===== src/rtl/adc_scan_sequencer.sv =====
// Scan sequencer for an 8-input serial ADC: walks a channel mask, runs one
// conversion per selected channel and keeps the latest result per channel.
module adc_scan_sequencer #(
  parameter int NUM_CH  = 8,
  parameter int DATA_W  = 10,
  parameter int SETTLE  = 16,
  parameter int TIMEOUT = 4096
) (
  input  logic                      clk,
  input  logic                      rst,
  input  logic                      start,
  input  logic                      cont_mode,
  input  logic                      stop,
  input  logic [NUM_CH-1:0]         chan_mask,
  output logic                      adc_en,
  output logic [$clog2(NUM_CH)-1:0] adc_ch,
  input  logic                      adc_done,
  input  logic [DATA_W-1:0]         adc_data,
  input  logic [$clog2(NUM_CH)-1:0] rd_addr,
  output logic [DATA_W-1:0]         rd_data,
  output logic [NUM_CH-1:0]         res_valid,
  output logic                      busy,
  output logic                      scan_done,
  output logic                      timeout_err
);

  localparam int CH_W  = $clog2(NUM_CH);
  localparam int SET_W = $clog2(SETTLE + 1);
  localparam int TO_W  = $clog2(TIMEOUT + 1);

  localparam logic [2:0] S_IDLE    = 3'd0;
  localparam logic [2:0] S_SELECT  = 3'd1;
  localparam logic [2:0] S_CONVERT = 3'd2;
  localparam logic [2:0] S_STORE   = 3'd3;
  localparam logic [2:0] S_DONE    = 3'd4;

  logic [2:0]        state;
  logic [CH_W-1:0]   ch;
  logic [NUM_CH-1:0] mask_q;
  logic              stop_pend;
  logic              done_q;
  logic [SET_W-1:0]  settle_cnt;
  logic [TO_W-1:0]   to_cnt;
  logic [DATA_W-1:0] data_q;
  logic              capt_ok;
  logic              empty_done;
  logic [DATA_W-1:0] result [NUM_CH];

  logic [NUM_CH-1:0] upper_mask;
  logic              has_next;
  logic [CH_W-1:0]   next_ch;

  function automatic logic [CH_W-1:0] lowest_bit(input logic [NUM_CH-1:0] m);
    logic [CH_W-1:0] r;
    r = '0;
    for (int i = NUM_CH - 1; i >= 0; i--) begin
      if (m[i]) r = CH_W'(i);
    end
    return r;
  endfunction

  // Channels of the latched mask strictly above the current one.
  always_comb begin
    upper_mask = '0;
    for (int i = 0; i < NUM_CH; i++) begin
      upper_mask[i] = mask_q[i] && (i > int'(ch));
    end
  end

  assign has_next    = |upper_mask;
  assign next_ch     = lowest_bit(upper_mask);

  assign adc_en      = (state == S_CONVERT);
  assign adc_ch      = ch;
  assign busy        = (state != S_IDLE);
  assign scan_done   = (state == S_DONE) || empty_done;
  assign rd_data     = result[rd_addr];

  always_ff @(posedge clk) begin
    if (rst) begin
      state       <= S_IDLE;
      ch          <= '0;
      mask_q      <= '0;
      stop_pend   <= 1'b0;
      done_q      <= 1'b0;
      settle_cnt  <= '0;
      to_cnt      <= '0;
      data_q      <= '0;
      capt_ok     <= 1'b0;
      empty_done  <= 1'b0;
      res_valid   <= '0;
      timeout_err <= 1'b0;
      for (int i = 0; i < NUM_CH; i++) result[i] <= '0;
    end else begin
      done_q     <= adc_done;
      empty_done <= 1'b0;
      if (state != S_IDLE && stop) stop_pend <= 1'b1;

      case (state)
        S_IDLE: begin
          stop_pend <= 1'b0;
          if (start) begin
            if (chan_mask != '0) begin
              mask_q      <= chan_mask;
              ch          <= lowest_bit(chan_mask);
              res_valid   <= '0;
              timeout_err <= 1'b0;
              settle_cnt  <= '0;
              state       <= S_SELECT;
            end else begin
              empty_done <= 1'b1;
            end
          end
        end

        // Settling only counts while the ADC has dropped done from the last channel.
        S_SELECT: begin
          if (adc_done) begin
            settle_cnt <= '0;
          end else if (settle_cnt == SET_W'(SETTLE - 1)) begin
            to_cnt <= '0;
            state  <= S_CONVERT;
          end else begin
            settle_cnt <= settle_cnt + 1'b1;
          end
        end

        S_CONVERT: begin
          if (!done_q && adc_done) begin
            data_q  <= adc_data;
            capt_ok <= 1'b1;
            state   <= S_STORE;
          end else if (to_cnt == TO_W'(TIMEOUT - 1)) begin
            timeout_err <= 1'b1;
            capt_ok     <= 1'b0;
            state       <= S_STORE;
          end else begin
            to_cnt <= to_cnt + 1'b1;
          end
        end

        S_STORE: begin
          if (capt_ok) begin
            result[ch]    <= data_q;
            res_valid[ch] <= 1'b1;
          end
          if (has_next && !stop_pend) begin
            ch         <= next_ch;
            settle_cnt <= '0;
            state      <= S_SELECT;
          end else begin
            state <= S_DONE;
          end
        end

        // Continuous mode picks up the live mask so software can retarget between passes.
        S_DONE: begin
          if (cont_mode && !stop_pend && chan_mask != '0) begin
            mask_q     <= chan_mask;
            ch         <= lowest_bit(chan_mask);
            settle_cnt <= '0;
            state      <= S_SELECT;
          end else begin
            state <= S_IDLE;
          end
        end

        default: state <= S_IDLE;
      endcase
    end
  end

endmodule

===== config.mk =====
export PLATFORM = sky130hd
export DESIGN_NAME = adc_scan_sequencer
export DESIGN_NICKNAME = d
export VERILOG_FILES = /design/src/rtl/adc_scan_sequencer.sv
export SDC_FILE = /design/constraint.sdc
export NUM_CORES = 1
export LEC_CHECK = 0
export ABC_CLOCK_PERIOD_IN_PS = 4600
export BUFFER_PORTS_ARGS = -buffer_cell sky130_fd_sc_hd__buf_2
export CORE_UTILIZATION = 27
export CTS_CLUSTER_DIAMETER = 30
export DETAILED_ROUTE_END_ITERATION = 8
export GPL_TIMING_DRIVEN = 0
export MAX_ROUTING_LAYER = met4
export PLACE_DENSITY_LB_ADDON = 0.2
export SLEW_MARGIN = 10
export SYNTH_ARGS = -nofsm -noshare
export SYNTH_HDL_FRONTEND = slang
export SYNTH_SLANG_ARGS = --single-unit

===== constraint.sdc =====
create_clock -name clk -period 4.6 [get_ports clk]
set_input_delay 0.92 -clock clk [delete_from_list [all_inputs] [get_ports clk]]
set_output_delay 0.92 -clock clk [all_outputs]
set_load 0.02 [all_outputs]

==> results by stage, run 1 <==
Cells and area:
- The area occupied by registers is 3480 um2.
- The multi-input combinational cells in the finished layout cover a total of 2740 um2.
- The signed area change from the synthesized netlist to the final layout is 20.8%.
- Once layout is complete, the utilization of the core stands at 33.7%.
- At the end of the flow, the number of nets in the layout was roughly 640.
- The filler-free cell count of the finished design is 935.
- Leaving out fill and tap cells, the most frequent cell in the layout is sky130_fd_sc_hd__and2_1.
- Counting the fill cells in the layout gives 2330.
- The number of diodes added for antenna fixing is 0.
- The top cell types in the final layout, fill and taps aside, are sky130_fd_sc_hd__and2_1 (81), sky130_fd_sc_hd__edfxtp_1 (80), sky130_fd_sc_hd__dfxtp_1 (54).
- The share of final-layout standard cells stronger than drive strength 1 is between 20% and 30%.

Critical path:
- At the worst endpoint, the required time is 3680 ps.
- Across all register-to-register paths, the minimum setup slack is 2210 ps.
- The timing endpoint of the critical path is rd_data[3].
- The number of cells on the worst reg-to-reg path is 9.
- At the worst endpoint, the arrival time is approximately 2400 ps.
- The most critical setup path has its startpoint at rd_addr[1].
- Along the worst path, the maximum fanout reaches 10.
- The kind of end point of the critical path is a primary output.
- The type of origin of the critical path is an input port.
- The startpoint identified for the worst register-to-register timing path is settle_cnt[0]$_SDFFE_PP0P_.
- The capture instance of the worst register-to-register path is to_cnt[6]$_SDFFE_PP0P_.
- The critical path class is in -> out.

Logic synthesis:
- The proportion of register bits with asynchronous set or reset after synthesis is 0%.
- The post-synthesis net count is 566.
- The predominant post-synthesis flop cell is sky130_fd_sc_hd__edfxtp_1.
- The post-synthesis cell type count is between 70 and 80.
- The post-synthesis instance area is 6390 um2.
- Synthesis produced 536 cells.
- In this run, synthesis inferred 80 flip-flops with an integrated enable.
- The average footprint of a synthesized cell is 11.9 um2.
- The number of synthesized register bits is 134.
- The number of warnings reported in the yosys synthesis log is 0.
- Summing the sequential cell areas from Yosys gives between 50% and 60% of the chip area.

Min path:
- The worst hold path begins at res_valid[7]$_SDFFE_PP0P_.
- The worst hold path belongs to the class reg -> reg.

Placement:
- Routability-driven placement finished with a final weighted congestion of about 0.84.
- The total of buffers placed on input and output ports is 47.
- Once placement completed, the tool counted placed cells totaling 903.
- After legalization and detailed placement, the total HPWL measured 11.9 mm.

Global routing:
- For met2 alone, demand over resource in global routing was between 20% and 30%.
- The via count of the first global-routing pass came to 4371.
- Global routing used 18.7% of the available met1 tracks.
- The total overflow left after global routing is 0.
- The first global-routing pass estimated 25.1 mm of wire.
- The global routing stage identified its most utilized layer as met2.
- The largest net degree at the start of global routing is 17.
- The met3 layer usage reported by global route is 2.89%.
- The initial antenna violation count is 0.
- The global-route usage over all layers is 14.5%.

Timing:
- For the pin with the worst max-slew slack, the measured transition is 805 ps.
- The final count of pins violating max slew was 0.
- Setup total negative slack on the finished layout was measured at 0 ps.
- Setup violations remaining at the end of the flow were counted as 0.
- The final count of hold timing violations is 0.
- Final hold analysis gives a worst-case slack of roughly 460 ps.
- Setup repair after global routing left no endpoint under its margin.
- The final critical path takes up 71.7% of the cycle.
- For this run, the top clock speed supported by timing is between 300 and 400 MHz.
- The worst pin sits at a relative slew slack of 46.3%.
- The setup clock skew after layout is around 20 ps.
- The clock period minus worst slack is 3300 ps.

Pwr:
- Registers are responsible for between 40% and 50% of the overall power.
- The share of total power dissipated in combinational logic is 8.8%.
- The worst-case IR drop observed on VDD is 0.187 mV.
- In this run, the clock network consumes between 40% and 50% of the power.
- The power density normalized to cell area is roughly 400 nW/um2.
- The net load switching power is 743 uW.
- The static leakage is 0.00287 uW.
- Total power for the finished layout comes to 3080 uW.
- The total internal power is 2330 uW.
- The switching share of power is between 20% and 30%.

CTS:
- Clock-pin slew was measured on the worst setup and hold paths at 60 ps.
- For this design, the sink count on the clock tree is 134.
- The maximum level of the CTS H-tree is 4.
- The clock latency of the later-clocked register in the worst-skew pair is 430 ps.
- The CTS tree is yes.
- In this run the clock root is driven by a sky130_fd_sc_hd__clkbuf_16.
- Post-CTS repair changed the size of 0 cells.
- The post-CTS repair timing setup buffer count is 0.
- The TritonCTS buffer count is 17.
- For this design, the CTS-stage hold fixing added 0 buffers.
- The buffer depth of the longest clock path is 2.

Floorplan:
- The total core area is 22900 um2.
- The initial standard-cell utilization of the core is 27.9%.
- In this run the horizontal extent of the chip is about 160 um.
- The number of top-level pins is 52.
- The floorplan has 55 rows.
- The die height is 156 um.
- The full die area is 24300 um2.

Route:
- The first-pass detailed-route iteration total is 7.
- The average routed wire per standard cell is 17.6 um.
- The starting DRC count in detailed routing is 318.
- In this run the remaining antenna-violating nets after routing total 0.
- The number of DRC violations after detailed routing is 0.
- Summing over every cut layer, the via total after detailed routing is around 4500.
- Dividing the detail-routed via count by the number of cells gives 4.77.
- Wires add up to 16.4 mm.

Run:
- The tool flagged a number of max-cap violations equal to 0.

Outcome:
- The run finished with clean final reports.
-- cells in the mapped netlist, drive strengths merged (11+ instances only) --
cell / n / area, um2
a21oi: 15 / 75.1
and2: 81 / 507
clkbuf: 13 / 58.8
dfxtp: 54 / 1080
edfxtp: 80 / 2400
inv: 11 / 43.8
mux2: 12 / 143
mux2i: 21 / 210
mux4: 20 / 450
nand2: 23 / 86.3
nand3: 12 / 60.1
nor2: 45 / 176
o21ai: 24 / 120
-- power groups by stage --
stage,combinational [uW],clock [uW],sequential (uW)
2_1_floorplan,180,0,1340
4_1_cts,272,1520,1320
3_5_place_dp,270,0,1340
3_3_place_gp,262,0,1340
6_report,269,1490,1320
5_1_grt,291,1560,1320
-- worst min-delay path by stage --
| stage | to | slack, ps | cells after the start |
|---|---|---|---|
| floorplan | to_cnt[12]$_SDFFE_PP0P_ | 430 | 2 |
| global placement | res_valid[1]$_SDFFE_PP0P_ | 450 | 1 |
| detailed placement | res_valid[7]$_SDFFE_PP0P_ | 450 | 1 |
| CTS | res_valid[7]$_SDFFE_PP0P_ | 460 | 1 |
| global route | res_valid[3]$_SDFFE_PP0P_ | 480 | 1 |
| finish | res_valid[7]$_SDFFE_PP0P_ | 460 | 1 |
-- critical path, stage by stage --
cell and delay, ps:
sky130_fd_sc_hd__clkbuf_1 550, sky130_fd_sc_hd__mux4_2 440, sky130_fd_sc_hd__mux2_2 290, sky130_fd_sc_hd__buf_2 160
-- logic make-up (layout without fill, tap and decap cells) --
group           count (synthesis)  after routing  share of synthesized area [%]
compound gates                 86             86                           9.42
xor+xnor                        1              1                          0.137
fa+ha+maj                       3              3                          0.588
buf+inv                        35            121                           2.66
flops                         134            134                           54.5
mux                            53             53                           12.6
simple gates                  224            224                           20.1
-- flip-flops by register name, indices dropped and copies added (netlist names), 3 cells and up --
register	cells
result	80
to_cnt	13
data_q	10
res_valid	8
mask_q	7
settle_cnt	5
adc_ch	3
state	3
-- metal layers --
layer / up-vias / share of wire [%]
met5: - / 0
met4: 0 / 1.4
li1: 2129 / -
met2: 120 / 48
met1: 2199 / 47
met3: 15 / 4.0
-- cell type report --
type | count | share of cell area, %
plain buffers | 23 | 1.59
clock buffers | 17 | 5.51
clock inverters | 15 | 2.80
inverters | 12 | 0.616
multi-input cells | 367 | 35.4
flip-flops and latches | 134 | 45.1
well taps | 313 | 5.07
repair buffers | 54 | 3.83
-- through the flow --
step	worst slack, ps	area, um2
after detailed placement	1280	7080
after global routing	1240	7720
after CTS	1280	7720
after global placement	947	7020
final	1300	7720
after floorplan	1650	6390
No activity file was read; power rests on OpenSTA's default activity.
==> run 2, diff against run 1 <==
--- a/config.mk
+++ b/config.mk
@@ -5,7 +5,8 @@
 export SDC_FILE = /design/constraint.sdc
 export NUM_CORES = 1
 export LEC_CHECK = 0
-export ABC_CLOCK_PERIOD_IN_PS = 4600
+export ABC_AREA = 1
+export ABC_CLOCK_PERIOD_IN_PS = 3300
 export BUFFER_PORTS_ARGS = -buffer_cell sky130_fd_sc_hd__buf_2
 export CORE_UTILIZATION = 27
 export CTS_CLUSTER_DIAMETER = 30
==> constraint.sdc (replaced) <==
create_clock -name clk -period 3.3 [get_ports clk]
set_input_delay 0.66 -clock clk [delete_from_list [all_inputs] [get_ports clk]]
set_output_delay 0.66 -clock clk [all_outputs]
set_load 0.02 [all_outputs]
==> results by stage, run 2 <==
Outcome:
- The run finished with clean final reports.

Placement:
- The area of placed instances is 6930 um2.
- In this run the tool buffered the top-level ports with 50 buffer cells.
- The half-perimeter wire length of the detailed placement result is 12.5 mm.
- Once placement completed, the tool counted placed cells totaling 1114.
- The congestion estimate from routability-driven global placement came to 0.841.

CTS:
- For this design, the sink count on the clock tree is 134.
- The post-CTS repair timing setup buffer count is 0.
- The cell sitting at the root of the clock tree is a sky130_fd_sc_hd__clkbuf_16.
- The maximum level of the CTS H-tree is 4.
- The number of buffers inserted by hold repair at cts is 0.
- Counting the buffers created by CTS gives 17.
- The CTS tree is yes.
- The clock latency of the later-clocked register in the worst-skew pair is 430 ps.
- The count of cells resized by post-cts repair is 0.
- The clock-pin slew reported for the worst setup and hold paths after clock tree synthesis is 60 ps.
- The buffer depth of the longest clock path is 2.

Timing:
- Static timing analysis puts the maximum clock frequency at ~350 MHz.
- The worst path needs 2870 ps of the cycle, external delays included.
- Setup repair after global routing left no endpoint under its margin.
- The slew at the pin closest to its max-slew limit is approximately 570 ps.
- The remaining max-slew budget at the tightest pin is 62.1%.
- The part of the cycle the worst path needs is around 87%.
- The final count of hold timing violations came to 0.
- The setup clock skew after layout is around 12 ps.
- The count of endpoints failing setup in the final report is 0.
- The final count of pins violating max slew is 0.
- The post-route setup TNS is 0 ps.

Min path:
- Along the worst hold path, the cell count comes to 2.
- In this run the most critical hold path is launched from res_valid[0]$_SDFFE_PP0P_.
- The path with the worst hold slack has its endpoint at res_valid[0]$_SDFFE_PP0P_.
- The type of the worst min-delay path is reg -> reg.

Cells and area:
- The most common library cell in the layout ignoring fill and taps is sky130_fd_sc_hd__nor2_1.
- Of the cells placed in the final design, the portion with a size suffix greater than 1 is 15.0%.
- The signed area change from the synthesized netlist to the final layout is 19.1%.
- In the layout the commonest cells are sky130_fd_sc_hd__nor2_1 (199), sky130_fd_sc_hd__nand2_1 (118), sky130_fd_sc_hd__edfxtp_1 (80).
- Counting flops per register, the top entry is result.
- The number of diodes added for antenna fixing is 0.
- After routing the design area is 7490 um2.
- The core utilization of the finished layout is 32.9%.
- The largest registers in the layout are result: 80 flops, to_cnt: 13 flops, data_q: 10 flops.
- The register with the most flip-flops in the layout has 80 of them.
- The count of nets after finishing is 850.
- The filler-free cell count of the finished design is 1146.

Critical path:
- The critical path launch point is rd_addr[0].
- The setup slack on the worst flop-to-flop path is 1020 ps.
- The worst endpoint required time is 2640 ps.
- STA classifies the critical path startpoint as an input port.
- The source of the worst register-to-register timing path is state[2]$_SDFFE_PP0P_.
- The critical path class is in -> out.
- The maximum fanout along the worst path is 10.
- The worst reg-to-reg path cell count is 8.
- The critical path data arrival time is 2210 ps.
- STA classifies the critical path endpoint as a primary output.
- The endpoint identified for the worst register-to-register timing path is result[4][7]$_SDFFCE_PN0P_.

Floorplan:
- The overall die width is 155 um.
- The standard-cell row count is 55.
- Once the floorplan was initialized, standard cells occupied 27.6% of the core.
- In this run the count of I/O pins placed on the die edge is 52.
- The die covers 23900 um2.
- The die height is between 150 and 200 um.
- The total core area is between 20000 and 25000 um2.

Logic synthesis:
- In the synthesized netlist the dominant register cell turns out to be sky130_fd_sc_hd__edfxtp_1.
- The number of nets in the synthesized netlist is 781.
- The synthesized design devotes to its leading area cell type 38.2% of total area.
- The average footprint of a synthesized cell is 8.38 um2.
- Sorting the synthesized cells by how often they occur yields sky130_fd_sc_hd__nor2_1 (199), sky130_fd_sc_hd__nand2_1 (118), sky130_fd_sc_hd__edfxtp_1 (80).
- After synthesis, the cell types taking the most area are sky130_fd_sc_hd__edfxtp_1 (38%), sky130_fd_sc_hd__dfxtp_1 (17%), sky130_fd_sc_hd__nor2_1 (12%).
- In the synthesized netlist, the number of instances is approximately 750.
- The cell area that synthesis handed to floorplanning was 6290 um2.
- The cell taking the most area after synthesis is sky130_fd_sc_hd__edfxtp_1.
- The most used standard cell by instance count after synthesis is sky130_fd_sc_hd__nor2_1.
- The sequential share of the synthesized area is 55.4%.
- The number of synthesized register bits is ~130.
- The proportion of register bits with asynchronous set or reset after synthesis is 0%.
- The synthesized design contains 80 enable-type register cells.
- The post-synthesis cell type count is 39.
- During synthesis, Yosys emitted a total of 0 warnings.

Global routing:
- The first-pass GRT wire length is 28.0 mm.
- The initial antenna violation count was 0.
- The via count of the first global-routing pass is 5009.
- Entering global routing, the biggest net connects 17 pins.
- After global routing the overflow that remains totals 0.
- The global-route usage over all layers is 16.0%.

Route:
- Once detail routing completed, the nets flagged for antenna violations numbered 0.
- For this run, design rule violations remaining after detail routing come to 0.
- The routed design has 17.7 mm of wire.
- After detailed routing, the number of vias per cell comes to 4.53.
- The starting DRC count in detailed routing is 356.
- The first-pass detailed-route iteration total is 5.
- The average routed wire per standard cell is 15.5 um.
- Across all layers, the routed design uses 5193 vias.

Run:
- The tool flagged a number of max-cap violations equal to 0.

Pwr:
- The maximum ir drop on the vdd rail is 0.395 mV.
- The power density normalized to cell area is 584 nW/um2.
- For this design the static power due to leakage is 0.00278 uW.
==> run 2: cell count changes in the layout (fill, tap and decap cells not counted), sizes merged, moves of 20 or more <==
cell	change
a21oi	+31
and2	-81
inv	+38
mux2i	-21
mux4	-20
nand2	+103
nor2	+160
o21ai	+35
==> run 2: how the worst max path moves through the flow <==
stage | endpoint | slack (ps) | cells past startpoint
after detailed placement | rd_data[5] | 430 | 8
after global placement | rd_data[5] | 420 | 8
final | rd_data[5] | 430 | 8
after global routing | rd_data[6] | 270 | 8
after floorplan | rd_data[0] | 980 | 6
after CTS | rd_data[5] | 430 | 8
==> run 2: routing by layer <==
layer / wire length, um / track usage (%) / vias to the layer above
met1: 8690 / 21.5 / 2403
li1: - / - / 2658
met5: 0 / - / -
met2: 8160 / 24.5 / 116
met3: 644 / 2.80 / 16
met4: 259 / 5.23 / 0
==> run 2: kinds of logic after synthesis <==
kind of cell / synth area share [%]
adder cells (fa/ha/maj): 0.597
buffers and inverters: 5.61
XOR/XNOR: 0.696
AND/OR/NAND/NOR: 26.6
flip-flops: 55.4
AO/OA/AOI/OAI: 11.1
==> run 2: final cells by class <==
class                   count  area (um2)
inverters                  56         210
fillers                  2432       15300
repair buffers             50         250
well taps                 313         392
clock buffers              17         425
clock inverters            15         135
flip-flops and latches    134        3480
multi-input cells         529        2460
plain buffers              32         143
==> run 2: stage by stage <==
stage	hold WS [ps]	setup WS (ps)	power, uW
6_report	447	426	4380
5_1_grt	482	275	4570
4_1_cts	452	425	4420
3_5_place_dp	439	435	2600
3_3_place_gp	433	424	2610
2_1_floorplan	441	984	2380
==> run 2: worst max-delay path, cell delays in order <==
cell,delay [ps]
sky130_fd_sc_hd__buf_2,140
sky130_fd_sc_hd__inv_1,120
sky130_fd_sc_hd__clkbuf_1,440
sky130_fd_sc_hd__nor2_1,80
sky130_fd_sc_hd__o22ai_1,240
sky130_fd_sc_hd__nor2_1,70
sky130_fd_sc_hd__a31oi_1,250
sky130_fd_sc_hd__buf_2,220
==> run 2: power breakdown <==
part           internal (uW)  switching, uW  total (uW)
Clock                    995            825        1820
Sequential              1850           44.0        1890
Combinational            193            475         668
Total                   3030           1340        4380
==> run 3, diff against run 2 <==
--- a/config.mk
+++ b/config.mk
@@ -7,7 +7,7 @@
 export LEC_CHECK = 0
 export ABC_AREA = 1
 export ABC_CLOCK_PERIOD_IN_PS = 3300
-export BUFFER_PORTS_ARGS = -buffer_cell sky130_fd_sc_hd__buf_2
+export BUFFER_PORTS_ARGS = -buffer_cell sky130_fd_sc_hd__buf_4
 export CORE_UTILIZATION = 27
 export CTS_CLUSTER_DIAMETER = 30
 export DETAILED_ROUTE_END_ITERATION = 8
==> results by stage, run 3 (synthesis gave the netlist of run 2 again) <==
Min path:
- The type of the worst min-delay path is reg -> reg.
- The worst hold path was traced through 2 stages.

Critical path:
- The critical path class is in -> out.
- The critical path contains buffers and inverters numbering 4 combined.
- The worst reg-to-reg path cell count is 8.
- The type of origin of the critical path is an input port.
- On the critical path the largest part of the delay comes from buffers and inverters.
- The worst setup path is captured at a primary output.
- The critical path goes through buf_4, inv_1, clkbuf_1, nor2_1, o22ai_1, nor2_1, a31oi_1, buf_4.
- The cell type of the slowest stage on the worst timing path is sky130_fd_sc_hd__clkbuf_1.
- STA puts the critical path data arrival time at 2180 ps.
- The maximum fanout along the worst path is 10.
- In this run the number of cells on the critical path is 8.
- The largest incremental delay on the critical path is 420 ps.
- The worst endpoint required time is 2640 ps.

Placement:
- The HPWL after detailed placement is 12.2 mm.
- The area of placed instances is 7060 um2.
- The routability-driven placement congestion ratio is 0.808.
- The total of buffers placed on input and output ports is 50.

Timing:
- Headroom to the max-slew limit came out at 61.4%.
- Setup repair after global routing left no endpoint under its margin.
- The post-route setup TNS is 0 ps.
- The setup clock skew after layout is 9.98 ps.
- For the pin with the worst max-slew slack, the measured transition is between 500 and 600 ps.
- The part of the cycle the worst path needs is between 80% and 90%.
- The count of endpoints failing setup in the final report is 0.
- The final count of hold timing violations is 0.
- The final count of pins violating max slew is 0.
- Timing would allow up to 352 MHz.
- The routed design could run at a clock period as short as 2840 ps.

Global routing:
- The first-pass GRT wire length is 27.2 mm.
- The aggregate global routing overflow is 0.
- Across every metal layer, demand over resource in global routing totals 15.7%.
- The via count of the first global-routing pass was roughly 4900.
- The initial antenna violation count was 0.
- Entering global routing, the biggest net connects 17 pins.

CTS:
- Buffers added to address setup during post-CTS repair amount to 0.
- TritonCTS created 17 clock buffers.
- CTS placed an instance of sky130_fd_sc_hd__clkbuf_16 at the clock tree root.
- The count of cells resized by post-cts repair is 0.
- Clock latency on the worst-skew pair, taken at its later pin, is 430 ps.
- For this design, the sink count on the clock tree is between 100 and 150.
- The CTS tree is yes.
- The buffer depth of the longest clock path is 2.
- The clock-pin slew reported for the worst setup and hold paths after clock tree synthesis is 70 ps.
- The clock tree synthesis step divided the H-tree into 4 levels.
- The number of buffers inserted by hold repair at cts is 0.

Floorplan:
- For this configuration, the core starts out at a cell density of 27.6%.
- The overall die width is 155 um.
- The total core area is 22800 um2.
- between 50 and 60 I/O pins were placed.
- The die covers 23900 um2.
- The floorplan has 55 rows.
- In this run the vertical extent of the chip is 155 um.

Cells and area:
- The most common library cell in the layout ignoring fill and taps is sky130_fd_sc_hd__nor2_1.
- More flip-flops sit in one register than any other, and that register is result.
- From synthesis to final layout, the design area changed by 21.6%.
- The number of filler cells placed in the layout is 2417.
- The largest registers in the layout are result: 80 flops, to_cnt: 13 flops, data_q: 10 flops.
- The flip-flop count of the largest register after layout is 80.
- The share of final-layout standard cells stronger than drive strength 1 is 15.0%.
- The cell area after layout is roughly 7700 um2.
- The number of diodes added for antenna fixing is 0.
- The count of nets after finishing is 850.
- The area taken by multi-input logic gates is approximately 2500 um2.
- Summing all flip-flop and latch instances after layout gives between 3000 and 4000 um2.
- The core utilization of the finished layout is 33.6%.
- The library cells used most frequently in the layout, excluding fill and tap cells, are sky130_fd_sc_hd__nor2_1 (199), sky130_fd_sc_hd__nand2_1 (118), sky130_fd_sc_hd__edfxtp_1 (80).

Pwr:
- The static leakage is roughly 0.0028 uW.
- Across the VDD grid, the largest voltage drop is 0.415 mV.
- Power spread over the standard cell area amounts to 590 nW/um2.

Route:
- The number of antenna-violating nets in the routed design is 0.
- The via density per instance is 4.50.
- The average routed wire per standard cell is 15.3 um.
- After detailed routing, the total wire length is 17.5 mm.
- The first detailed-routing pass ran for 5 iterations.
- The detailed-route via count is ~5200.
- The number of DRC violations after detailed routing is 0.
- The starting DRC count in detailed routing is approximately 340.

Run:
- The tool flagged a number of max-cap violations equal to 0.

Outcome:
- The run finished with clean final reports.
-- run 3: changes by cell type in the layout (fill, tap and decap cells not counted) --
cell and delta:
sky130_fd_sc_hd__bufinv_16 +2, sky130_fd_sc_hd__inv_8 -4, sky130_fd_sc_hd__buf_2 -50, sky130_fd_sc_hd__clkinvlp_4 -2, sky130_fd_sc_hd__clkinv_4 +3, sky130_fd_sc_hd__clkinv_2 +1
sky130_fd_sc_hd__buf_4 +50
-- run 3: worst reg2reg max path: cells and delay by family, from the launching register on --
kind / cells / cell delay [ps]
simple gates: 6 / 1220
flops: 1 / 340
buf+inv: 2 / 340
-- run 3: cell type report --
type                       count  area share (%)
sequential                   134            45.5
multi-input combinational    529            32.1
clock buffer                  17            5.56
tap                          313            5.12
timing repair buffer          50            4.91
inverter                      56            2.75
clock inverter                15            2.17
buffer                        32            1.86
-- run 3: worst paths after layout --
check                                 start                          to  slack [ps]
setup / recovery                 rd_addr[0]                  rd_data[5]         460
hold / removal    res_valid[5]$_SDFFE_PP0P_   res_valid[5]$_SDFFE_PP0P_         450
setup reg to reg      state[2]$_SDFFE_PP0P_  result[4][4]$_SDFFCE_PN0P_        1040
hold reg to reg   res_valid[5]$_SDFFE_PP0P_   res_valid[5]$_SDFFE_PP0P_         450
-- run 3: report_power, final --
group / switching (uW) / leakage [uW] / internal [uW]
clock network: 799 / 0.000293 / 1130
logic: 476 / 0.00127 / 219
registers: 45.9 / 0.00126 / 1850
total: 1320 / 0.00283 / 3190
-- run 3: metrics by stage --
step	std cells	hold slack, ps	setup slack [ps]	total power, uW
final	1146	454	458	4510
after floorplan	751	441	984	2380
after detailed placement	1114	442	443	2630
after global routing	1146	484	335	4710
after global placement	1114	437	419	2630
after CTS	1146	457	439	4550
-- run 3: per-layer routing --
metal  wire [um]  global-route usage (%)  part of all wire, %  vias to the layer above
li1            -                       -                    -                     2648
met1        8460                    20.1                   48                     2408
met2        8260                    25.1                   47                       93
met3         625                    3.14                  3.6                       10
met4         148                    4.24                 0.85                        0
met5           0                       -                    0                        -
